--- config.mk ---
export PLATFORM = sky130hd
export DESIGN_NAME = instruction_fetch_flat
export DESIGN_NICKNAME = d
export VERILOG_FILES = /design/src/rtl/instruction_fetch_if.sv /design/src/rtl/instruction_fetch.sv /design/src/flat_wrapper.sv
export SDC_FILE = /design/constraint.sdc
export NUM_CORES = 1
export LEC_CHECK = 0
export ABC_AREA = 1
export CELL_PAD_IN_SITES_DETAIL_PLACEMENT = 1
export CELL_PAD_IN_SITES_GLOBAL_PLACEMENT = 1
export CORE_MARGIN = 10
export CORE_UTILIZATION = 30
export CTS_CLUSTER_DIAMETER = 200
export CTS_CLUSTER_SIZE = 14
export DETAILED_ROUTE_END_ITERATION = 16
export GPL_TIMING_DRIVEN = 0
export PLACE_DENSITY_LB_ADDON = 0.08
export SYNTH_ARGS = -nofsm -noshare
export SYNTH_HDL_FRONTEND = slang
export SYNTH_SLANG_ARGS = --single-unit
--- constraint.sdc ---
create_clock -name clk -period 2.25 [get_ports clk]
set_clock_uncertainty 0.1 [all_clocks]
set_input_delay 0.45 -clock clk [delete_from_list [all_inputs] [get_ports clk]]
set_output_delay 0.45 -clock clk [all_outputs]
set_load 0.02 [all_outputs]
--- src/rtl/instruction_fetch_if.sv ---
// Bundle of fetch-stage signals: instruction-memory request/response, the
// decoded-instruction handshake toward the datapath, and the PC redirect.
interface instruction_fetch_if;
  logic        imem_req_valid;
  logic        imem_req_ready;
  logic [31:0] imem_addr;
  logic        imem_resp_valid;
  logic [31:0] imem_resp_data;
  logic        instr_valid;
  logic        instr_ready;
  logic [31:0] instruction;
  logic [31:0] instr_pc;
  logic        redirect_valid;
  logic [31:0] redirect_pc;
  logic        redirect_misaligned;

  modport master (
    output imem_req_valid,
    output imem_addr,
    output instr_valid,
    output instruction,
    output instr_pc,
    output redirect_misaligned,
    input  imem_req_ready,
    input  imem_resp_valid,
    input  imem_resp_data,
    input  instr_ready,
    input  redirect_valid,
    input  redirect_pc
  );

  modport slave (
    input  imem_req_valid,
    input  imem_addr,
    input  instr_valid,
    input  instruction,
    input  instr_pc,
    input  redirect_misaligned,
    output imem_req_ready,
    output imem_resp_valid,
    output imem_resp_data,
    output instr_ready,
    output redirect_valid,
    output redirect_pc
  );
endinterface

--- src/rtl/instruction_fetch.sv ---
// Fetch front end: one outstanding imem read, one held instruction, and
// redirects that squash whatever belongs to the old path.
module instruction_fetch #(
  parameter logic [31:0] RESET_PC = 32'h0000_0000
) (
  input  logic                clk,
  input  logic                reset,
  instruction_fetch_if.master bus
);

  typedef enum logic [1:0] {
    ST_REQ  = 2'd0,
    ST_WAIT = 2'd1,
    ST_HOLD = 2'd2
  } state_t;

  localparam logic [31:0] ALIGNED_RESET_PC = {RESET_PC[31:2], 2'b00};

  state_t      state;
  state_t      state_n;
  logic [31:0] pc;
  logic [31:0] pc_n;
  logic        discard;
  logic        discard_n;
  logic        capture;
  logic [31:0] instr_q;
  logic [31:0] instr_pc_q;
  logic        misaligned_q;

  always_ff @(posedge clk) begin
    if (reset) begin
      state        <= ST_REQ;
      pc           <= ALIGNED_RESET_PC;
      discard      <= 1'b0;
      instr_q      <= 32'h0000_0000;
      instr_pc_q   <= 32'h0000_0000;
      misaligned_q <= 1'b0;
    end else begin
      state        <= state_n;
      pc           <= pc_n;
      discard      <= discard_n;
      misaligned_q <= bus.redirect_valid && (bus.redirect_pc[1:0] != 2'b00);
      if (capture) begin
        instr_q    <= bus.imem_resp_data;
        instr_pc_q <= pc;
      end
    end
  end

  // A redirect wins over every other event; a request already accepted on the
  // old path is marked for discard so its response never reaches the consumer.
  always_comb begin
    state_n   = state;
    pc_n      = pc;
    discard_n = discard;
    capture   = 1'b0;

    if (bus.redirect_valid) begin
      pc_n = {bus.redirect_pc[31:2], 2'b00};
      unique case (state)
        ST_REQ: begin
          if (bus.imem_req_ready) begin
            state_n   = ST_WAIT;
            discard_n = 1'b1;
          end
        end
        ST_WAIT: begin
          if (bus.imem_resp_valid) begin
            state_n   = ST_REQ;
            discard_n = 1'b0;
          end else begin
            discard_n = 1'b1;
          end
        end
        ST_HOLD: begin
          state_n = ST_REQ;
        end
        default: begin
          state_n = ST_REQ;
        end
      endcase
    end else begin
      unique case (state)
        ST_REQ: begin
          if (bus.imem_req_ready) begin
            state_n = ST_WAIT;
          end
        end
        ST_WAIT: begin
          if (bus.imem_resp_valid) begin
            if (discard) begin
              state_n   = ST_REQ;
              discard_n = 1'b0;
            end else begin
              state_n = ST_HOLD;
              capture = 1'b1;
              pc_n    = pc + 32'd4;
            end
          end
        end
        ST_HOLD: begin
          if (bus.instr_ready) begin
            state_n = ST_REQ;
          end
        end
        default: begin
          state_n = ST_REQ;
        end
      endcase
    end
  end

  assign bus.imem_req_valid      = (state == ST_REQ);
  assign bus.imem_addr           = {pc[31:2], 2'b00};
  assign bus.instr_valid         = (state == ST_HOLD);
  assign bus.instruction         = instr_q;
  assign bus.instr_pc            = instr_pc_q;
  assign bus.redirect_misaligned = misaligned_q;

endmodule

--- src/flat_wrapper.sv ---
// flat-port wrapper written by rule: the top's interface ports become plain ports
module instruction_fetch_flat 
#(
  parameter logic [31:0] RESET_PC = 32'h0000_0000
)
  (clk, reset, bus_imem_req_valid, bus_imem_addr, bus_instr_valid, bus_instruction, bus_instr_pc, bus_redirect_misaligned, bus_imem_req_ready, bus_imem_resp_valid, bus_imem_resp_data, bus_instr_ready, bus_redirect_valid, bus_redirect_pc);
  instruction_fetch_if bus_i ();
  input  logic clk;
  input  logic reset;
  output wire logic [$bits(bus_i.imem_req_valid)-1:0] bus_imem_req_valid;
  output wire logic [$bits(bus_i.imem_addr)-1:0] bus_imem_addr;
  output wire logic [$bits(bus_i.instr_valid)-1:0] bus_instr_valid;
  output wire logic [$bits(bus_i.instruction)-1:0] bus_instruction;
  output wire logic [$bits(bus_i.instr_pc)-1:0] bus_instr_pc;
  output wire logic [$bits(bus_i.redirect_misaligned)-1:0] bus_redirect_misaligned;
  input wire logic [$bits(bus_i.imem_req_ready)-1:0] bus_imem_req_ready;
  input wire logic [$bits(bus_i.imem_resp_valid)-1:0] bus_imem_resp_valid;
  input wire logic [$bits(bus_i.imem_resp_data)-1:0] bus_imem_resp_data;
  input wire logic [$bits(bus_i.instr_ready)-1:0] bus_instr_ready;
  input wire logic [$bits(bus_i.redirect_valid)-1:0] bus_redirect_valid;
  input wire logic [$bits(bus_i.redirect_pc)-1:0] bus_redirect_pc;
  assign bus_imem_req_valid = bus_i.imem_req_valid;
  assign bus_imem_addr = bus_i.imem_addr;
  assign bus_instr_valid = bus_i.instr_valid;
  assign bus_instruction = bus_i.instruction;
  assign bus_instr_pc = bus_i.instr_pc;
  assign bus_redirect_misaligned = bus_i.redirect_misaligned;
  assign bus_i.imem_req_ready = bus_imem_req_ready;
  assign bus_i.imem_resp_valid = bus_imem_resp_valid;
  assign bus_i.imem_resp_data = bus_imem_resp_data;
  assign bus_i.instr_ready = bus_instr_ready;
  assign bus_i.redirect_valid = bus_redirect_valid;
  assign bus_i.redirect_pc = bus_redirect_pc;
  instruction_fetch #(.RESET_PC(RESET_PC)) u_core (.clk(clk), .reset(reset), .bus(bus_i));
endmodule
After elaboration in Yosys (flattened, before gate mapping)

Cells that the tools add are included.

Output and inout port bits: 99
Bits of input ports: 70
Memory bits (read-only): 0
Logic and storage cells: 48
Latch bits: 0
Flip-flop bits (word level): 100
Bits in writable memories: 0
Memories kept: 0

Shifts and indexed selects: 0
$lt $le $gt $ge: 0
Equality and inequality tests: 6
Muxes and demuxes: 22
Add/sub/neg operators: 1
Div/mod/pow operators: 0
Reduce and logical (&&, ||, !) cells: 11
Multipliers: 0
Bitwise operators: 1

Operators with widths:

| operator                                                                | count |
|---|---|
| 32-bit 2-to-1 mux                                                       | 4 |
| 32-bit by 3-bit adder with 32-bit output, second input constant         | 1 |
| 2-bit 2-to-1 mux                                                        | 6 |
| 1-bit 2-to-1 mux                                                        | 9 |
| 2-bit nonzero test                                                      | 4 |
| 2-bit case mux with 3 select lines                                      | 1 |
| 3-bit AND reduction                                                     | 2 |
| 2-bit inequality test, second input constant                            | 2 |
| 2-bit case mux with 2 select lines                                      | 1 |
| 4-bit AND reduction                                                     | 1 |
| 3-bit by 1-bit inequality test with 1-bit output, second input constant | 1 |
| 3-bit inequality test, second input constant                            | 1 |
| 2-bit by 1-bit == test with 1-bit output, second input constant         | 1 |
| 2-bit == test, second input constant                                    | 1 |
| 2-bit zero test                                                         | 1 |
| 1-bit case mux with 2 select lines                                      | 1 |
| 2-bit AND reduction                                                     | 1 |
| 2-bit OR reduction                                                      | 1 |
| 1-bit logical AND                                                       | 1 |
| 1-bit NOT                                                               | 1 |

Logic depth before layout (Yosys ltp)

Depth in word-level cells: 5
Gate-level depth with buffers: 11
Mapped depth without buffers: 11

Worst setup path before layout

OpenSTA, ideal clock, no wires.

Path kind: reg2reg
Start point: register u_core.pc[3]
End point: register u_core.pc[24]
Setup slack: 0.474 ns
Data arrival time: 1.567 ns
Path buffers: 0
Period minus slack after synthesis: 1.776 ns
Stages on the path, launching flop included: 11
Cells stage by stage: dfxtp_1 -> ha_1 -> nand2_1 -> nor2_1 -> nand2_1 -> nor2_1 -> nand2_1 -> o21ai_0 -> nand3_1 -> nand2_1 -> inv_1

Cells in the longest elaborated chain, start to end: 5

Ends and longest elaborated chain:

| what                                     | RTL line                | text |
|---|---|---|
| start, declared                          | instruction_fetch.sv:21 | `logic [31:0] pc;` |
| start signal, assigned                   | instruction_fetch.sv:40 | `pc <= pc_n;` |
| 32-bit by 3-bit adder with 32-bit output | instruction_fetch.sv:97 | `pc_n = pc + 32'd4;` |
| 32-bit 2-to-1 mux                        | instruction_fetch.sv:91 | `if (discard) begin` |
| 32-bit 2-to-1 mux                        | instruction_fetch.sv:90 | `if (bus.imem_resp_valid) begin` |
| 32-bit 2-to-1 mux                        | instruction_fetch.sv:83 | `unique case (state)` |
| 32-bit 2-to-1 mux                        | instruction_fetch.sv:58 | `if (bus.redirect_valid) begin` |

No other way between the ends. The select of a mux whose other input is x is not followed.
A chain may end at the register's enable or synchronous reset.

Final worst setup path

Start point: register u_core.pc[17]
End point: output port bus_imem_addr[17]

RTL lines:

| what          | RTL line           | text |
|---|---|---|
| end, declared | flat_wrapper.sv:11 | `output wire logic [$bits(bus_i.imem_addr)-1:0] bus_imem_addr;` |

No word-level cell between the ends.

==> tab_implementation.tex <==
\begin{tabular}{lr}
\hline
Metric & Value \\
\hline
\multicolumn{2}{l}{\textbf{Logic synthesis}} \\
\quad Number of enable-type register cells in the synthesized netlist & 0 \\
\quad Most frequent cells after synthesis & nor2\_1, nand2\_1, dfxtp\_1, o21ai\_0, inv\_1 \\
\quad Cell taking the most area after synthesis & dfxtp\_1 \\
\quad Number of register bits inferred by synthesis & 96 \\
\quad Sequential area share after synthesis & 42.9\% \\
\quad Post-synthesis instance area & 0.00448 sq mm \\
\quad Distinct cell type count after synthesis & 32 \\
\quad Post-synth ARST share & 0\% \\
\quad Yosys Warn Count & 0 \\
\quad Per-instance average area after synthesis & 6.81 sq um \\
\quad Cells after Synth & 658 \\
\quad Primary FF master, synth & dfxtp\_1 \\
\quad Top cells by area, synth & dfxtp\_1, nor2\_1, nand2\_1, o21ai\_0, inv\_1 \\
\quad Share of Yosys cell area claimed by the top area cell type & 42.9\% \\
\quad Most used standard cell by instance count after synthesis & nor2\_1 \\
\multicolumn{2}{l}{\textbf{CTS}} \\
\quad Hold-fix buffers, CTS & 0 \\
\quad Number of clock buffers inserted by TritonCTS & 9 \\
\quad Number of H-tree levels & 3 \\
\quad Clock latency on the worst-skew pair & 350 ps \\
\quad Clock Pin Slew Worst Setup and Hold Paths & 70 ps \\
\quad Buffers inserted by post-CTS timing repair & 0 \\
\quad Sink count of the clock tree & 96 \\
\quad CTS tree & yes \\
\quad CTS Root Buffer Type & clkbuf\_16 \\
\quad Cts repair resizes & 0 \\
\quad Buffer depth of the longest clock path & 2 \\
\multicolumn{2}{l}{\textbf{Cells and area}} \\
\quad Number of fillers in the final layout & 1,823 \\
\quad Fraction of final layout cells with drive strength greater than 1 & 6.79\% \\
\quad Final cell area excluding filler cells & 0.00668 sq mm \\
\quad Antenna diode count & 0 \\
\quad Share of the core filled with cells & 45.8\% \\
\quad Net count reported at finish & 906 \\
\quad Growth of design area from synthesis to finish & 49.1\% \\
\quad Number of standard cells in the layout, taps in and fillers out & 1,023 \\
\multicolumn{2}{l}{\textbf{Setup path}} \\
\quad Worst Setup End Kind & primary output \\
\quad Worst Path Buf+Inv & 1 \\
\quad Delay of the slowest critical-path stage & 680 ps \\
\quad Crit path cell chain & clkdlybuf4s50\_1 \\
\quad Kind of cell adding the most delay to the critical path & buffers and inverters \\
\quad Required time of the critical path & 1700 ps \\
\quad Crit path launch type & flip-flop \\
\quad Kind of critical path & flip-flop to primary output \\
\quad Worst path arrival time & 1520 ps \\
\quad Peak fanout along the critical path & 7 \\
\quad Crit-path slowest cell & clkdlybuf4s50\_1 \\
\multicolumn{2}{l}{\textbf{Detailed routing}} \\
\quad Total routed wirelength & 19,200 um \\
\quad Via count of the routed design & 5,033 \\
\quad Iteration-0 DRC count of the detailed router & 211 \\
\quad Via/cell ratio & 4.92 \\
\quad Number of detailed-route iterations in the first pass & 4 \\
\quad Routed wire per std cell & 18.8 um \\
\quad Total DRC errors in the routed layout & 0 \\
\quad Antenna violation net count after detailed routing & 0 \\
\multicolumn{2}{l}{\textbf{Global route}} \\
\quad Global-route wire length before repair & 29,600 um \\
\quad GRT Overall Usage & 18.6\% \\
\quad Maximum number of pins on one net before global-route repair & 15 \\
\quad Total global routing overflow & 0 \\
\quad Vias in the first global route & 5,358 \\
\quad Number of antenna violations at the first check in global routing & 1 \\
\multicolumn{2}{l}{\textbf{Place}} \\
\quad Instance area at placement & 0.00635 sq mm \\
\quad Number of buffers inserted by port buffering & 163 \\
\quad Final Wtd Congestion & 0.940 \\
\quad Estimated wirelength of the detail-placed design & 15,100 um \\
\quad Number of instances in the placed design & 1,008 \\
\multicolumn{2}{l}{\textbf{Power and ir drop}} \\
\quad Leak pwr & 2.74 nW \\
\quad Worst vdd rail ir drop & 0.000292 V \\
\quad Power per cell area & 634 mW/mm\^{}2 \\
\multicolumn{2}{l}{\textbf{Die}} \\
\quad Die Height & 142 um \\
\quad Total die area & 0.0202 sq mm \\
\quad Number of placement rows & 44 \\
\quad Die Width & 142 um \\
\quad I/O pin count & 169 \\
\quad Area of the core & 0.0146 sq mm \\
\quad Initial standard-cell utilization of the core & 30.7\% \\
\multicolumn{2}{l}{\textbf{Outcome}} \\
\quad Status & completed \\
\multicolumn{2}{l}{\textbf{STA}} \\
\quad RSZ-0062 raised after global routing & no \\
\quad Worst slew slack as a fraction of its limit & 51.0\% \\
\quad Time the worst path needs with I/O delays and setup & 2070 ps \\
\quad Maximum frequency from static timing analysis & 484 MHz \\
\quad Transition time at the pin with the least slew margin & 735 ps \\
\quad Final worst path period share & 91.9\% \\
\quad Number of hold violations in the final report & 0 \\
\quad Post-route worst hold slack & 396 ps \\
\quad Final setup violation count & 0 \\
\quad Pins Over Slew Limit & 0 \\
\multicolumn{2}{l}{\textbf{Flow run}} \\
\quad Max capacitance violation total & 0 \\
\multicolumn{2}{l}{\textbf{Min path}} \\
\quad Hold crit path type & flip-flop to flip-flop \\
\hline
\end{tabular}
==> state kept, by name (all words and copies together) (netlist names) <==
| name | flops |
|---|---|
| u_core.bus.instruction | 32 |
| u_core.bus.instr_pc | 30 |
| u_core.pc | 30 |
| u_core.bus.redirect_misaligned | 1 |
| u_core.discard | 1 |
| u_core.state | 2 |
==> where the power goes <==
group          total, mW  internal (mW)  leakage, nW  switching (mW)
combinational      0.683          0.319         1.79           0.364
clock               1.70           1.03        0.159           0.670
sequential          1.85           1.78        0.783          0.0784
total               4.24           3.12         2.74            1.11
==> placed cells by master (no fill, tap or decap), drive strengths merged, types with 4 or more instances in the layout <==
cell type	count
conb	4
nor3	26
nand2	106
a21oi	20
inv	67
a211oi	4
a31oi	4
o211ai	7
dfxtp	96
o21ai	66
clkdlybuf4s50	162
clkbuf	26
nand3	47
nor2	163
buf	21
nand3b	6
==> tightest hold or removal path: stages, from the launching register on <==
cell and delay [ps]:
dfxtp_1 310, nor2_1 90, nor3_1 50
==> through the flow <==
step	power, mW	setup TNS [ps]	setup slack [ps]
final	4.24	0	183
after global routing	4.42	0	44.6
after CTS	4.28	0	77.3
after detailed placement	2.58	-4740	-176
after global placement	2.56	-3550	-160
after floorplan	2.19	0	474
==> worst paths after layout <==
kind                                        startpoint                                    to  slack, ps  cells after the start
setup / recovery            u_core.pc[17]$_SDFFE_PP0P_                     bus_imem_addr[17]        180                      1
hold / removal    u_core.bus.instr_pc[30]$_SDFFE_PP0P_  u_core.bus.instr_pc[30]$_SDFFE_PP0P_        400                      2
setup reg to reg             u_core.pc[3]$_SDFFE_PP0P_            u_core.pc[18]$_SDFFE_PP0P_        200                     10
hold reg to reg   u_core.bus.instr_pc[30]$_SDFFE_PP0P_  u_core.bus.instr_pc[30]$_SDFFE_PP0P_        400                      2
==> cell families (layout without fill, tap and decap cells) <==
| group | Yosys count | count (layout) | synth area share [%] |
|---|---|---|---|
| buf+inv | 102 | 280 | 10.1 |
| xor+xnor | 3 | 3 | 0.587 |
| flops | 96 | 96 | 42.9 |
| compound gates | 104 | 104 | 12.9 |
| fa+ha+maj | 1 | 1 | 0.279 |
| other cells | 1 | 4 | 0.0837 |
| simple gates | 351 | 351 | 33.2 |
==> metal layers <==
metal / vias to the layer above / share of wire [%] / track usage (%)
met3: 25 / 8.2 / 6.28
met4: 2 / 1.4 / 5.43
met2: 151 / 49 / 31.6
met1: 2400 / 41 / 21.6
li1: 2455 / - / -
met5: - / 0.068 / 0
==> layout make-up <==
class	instances	area [sq um]	area share, %
well taps	184	230	3.45
inverters	67	254	3.80
flip-flops and latches	96	1920	28.8
plain buffers	35	196	2.94
multi-input cells	463	2120	31.8
repair buffers	163	1630	24.5
clock inverters	3	65.1	0.974
clock buffers	12	256	3.84
Note: power is estimated with default switching activity, not from simulation.
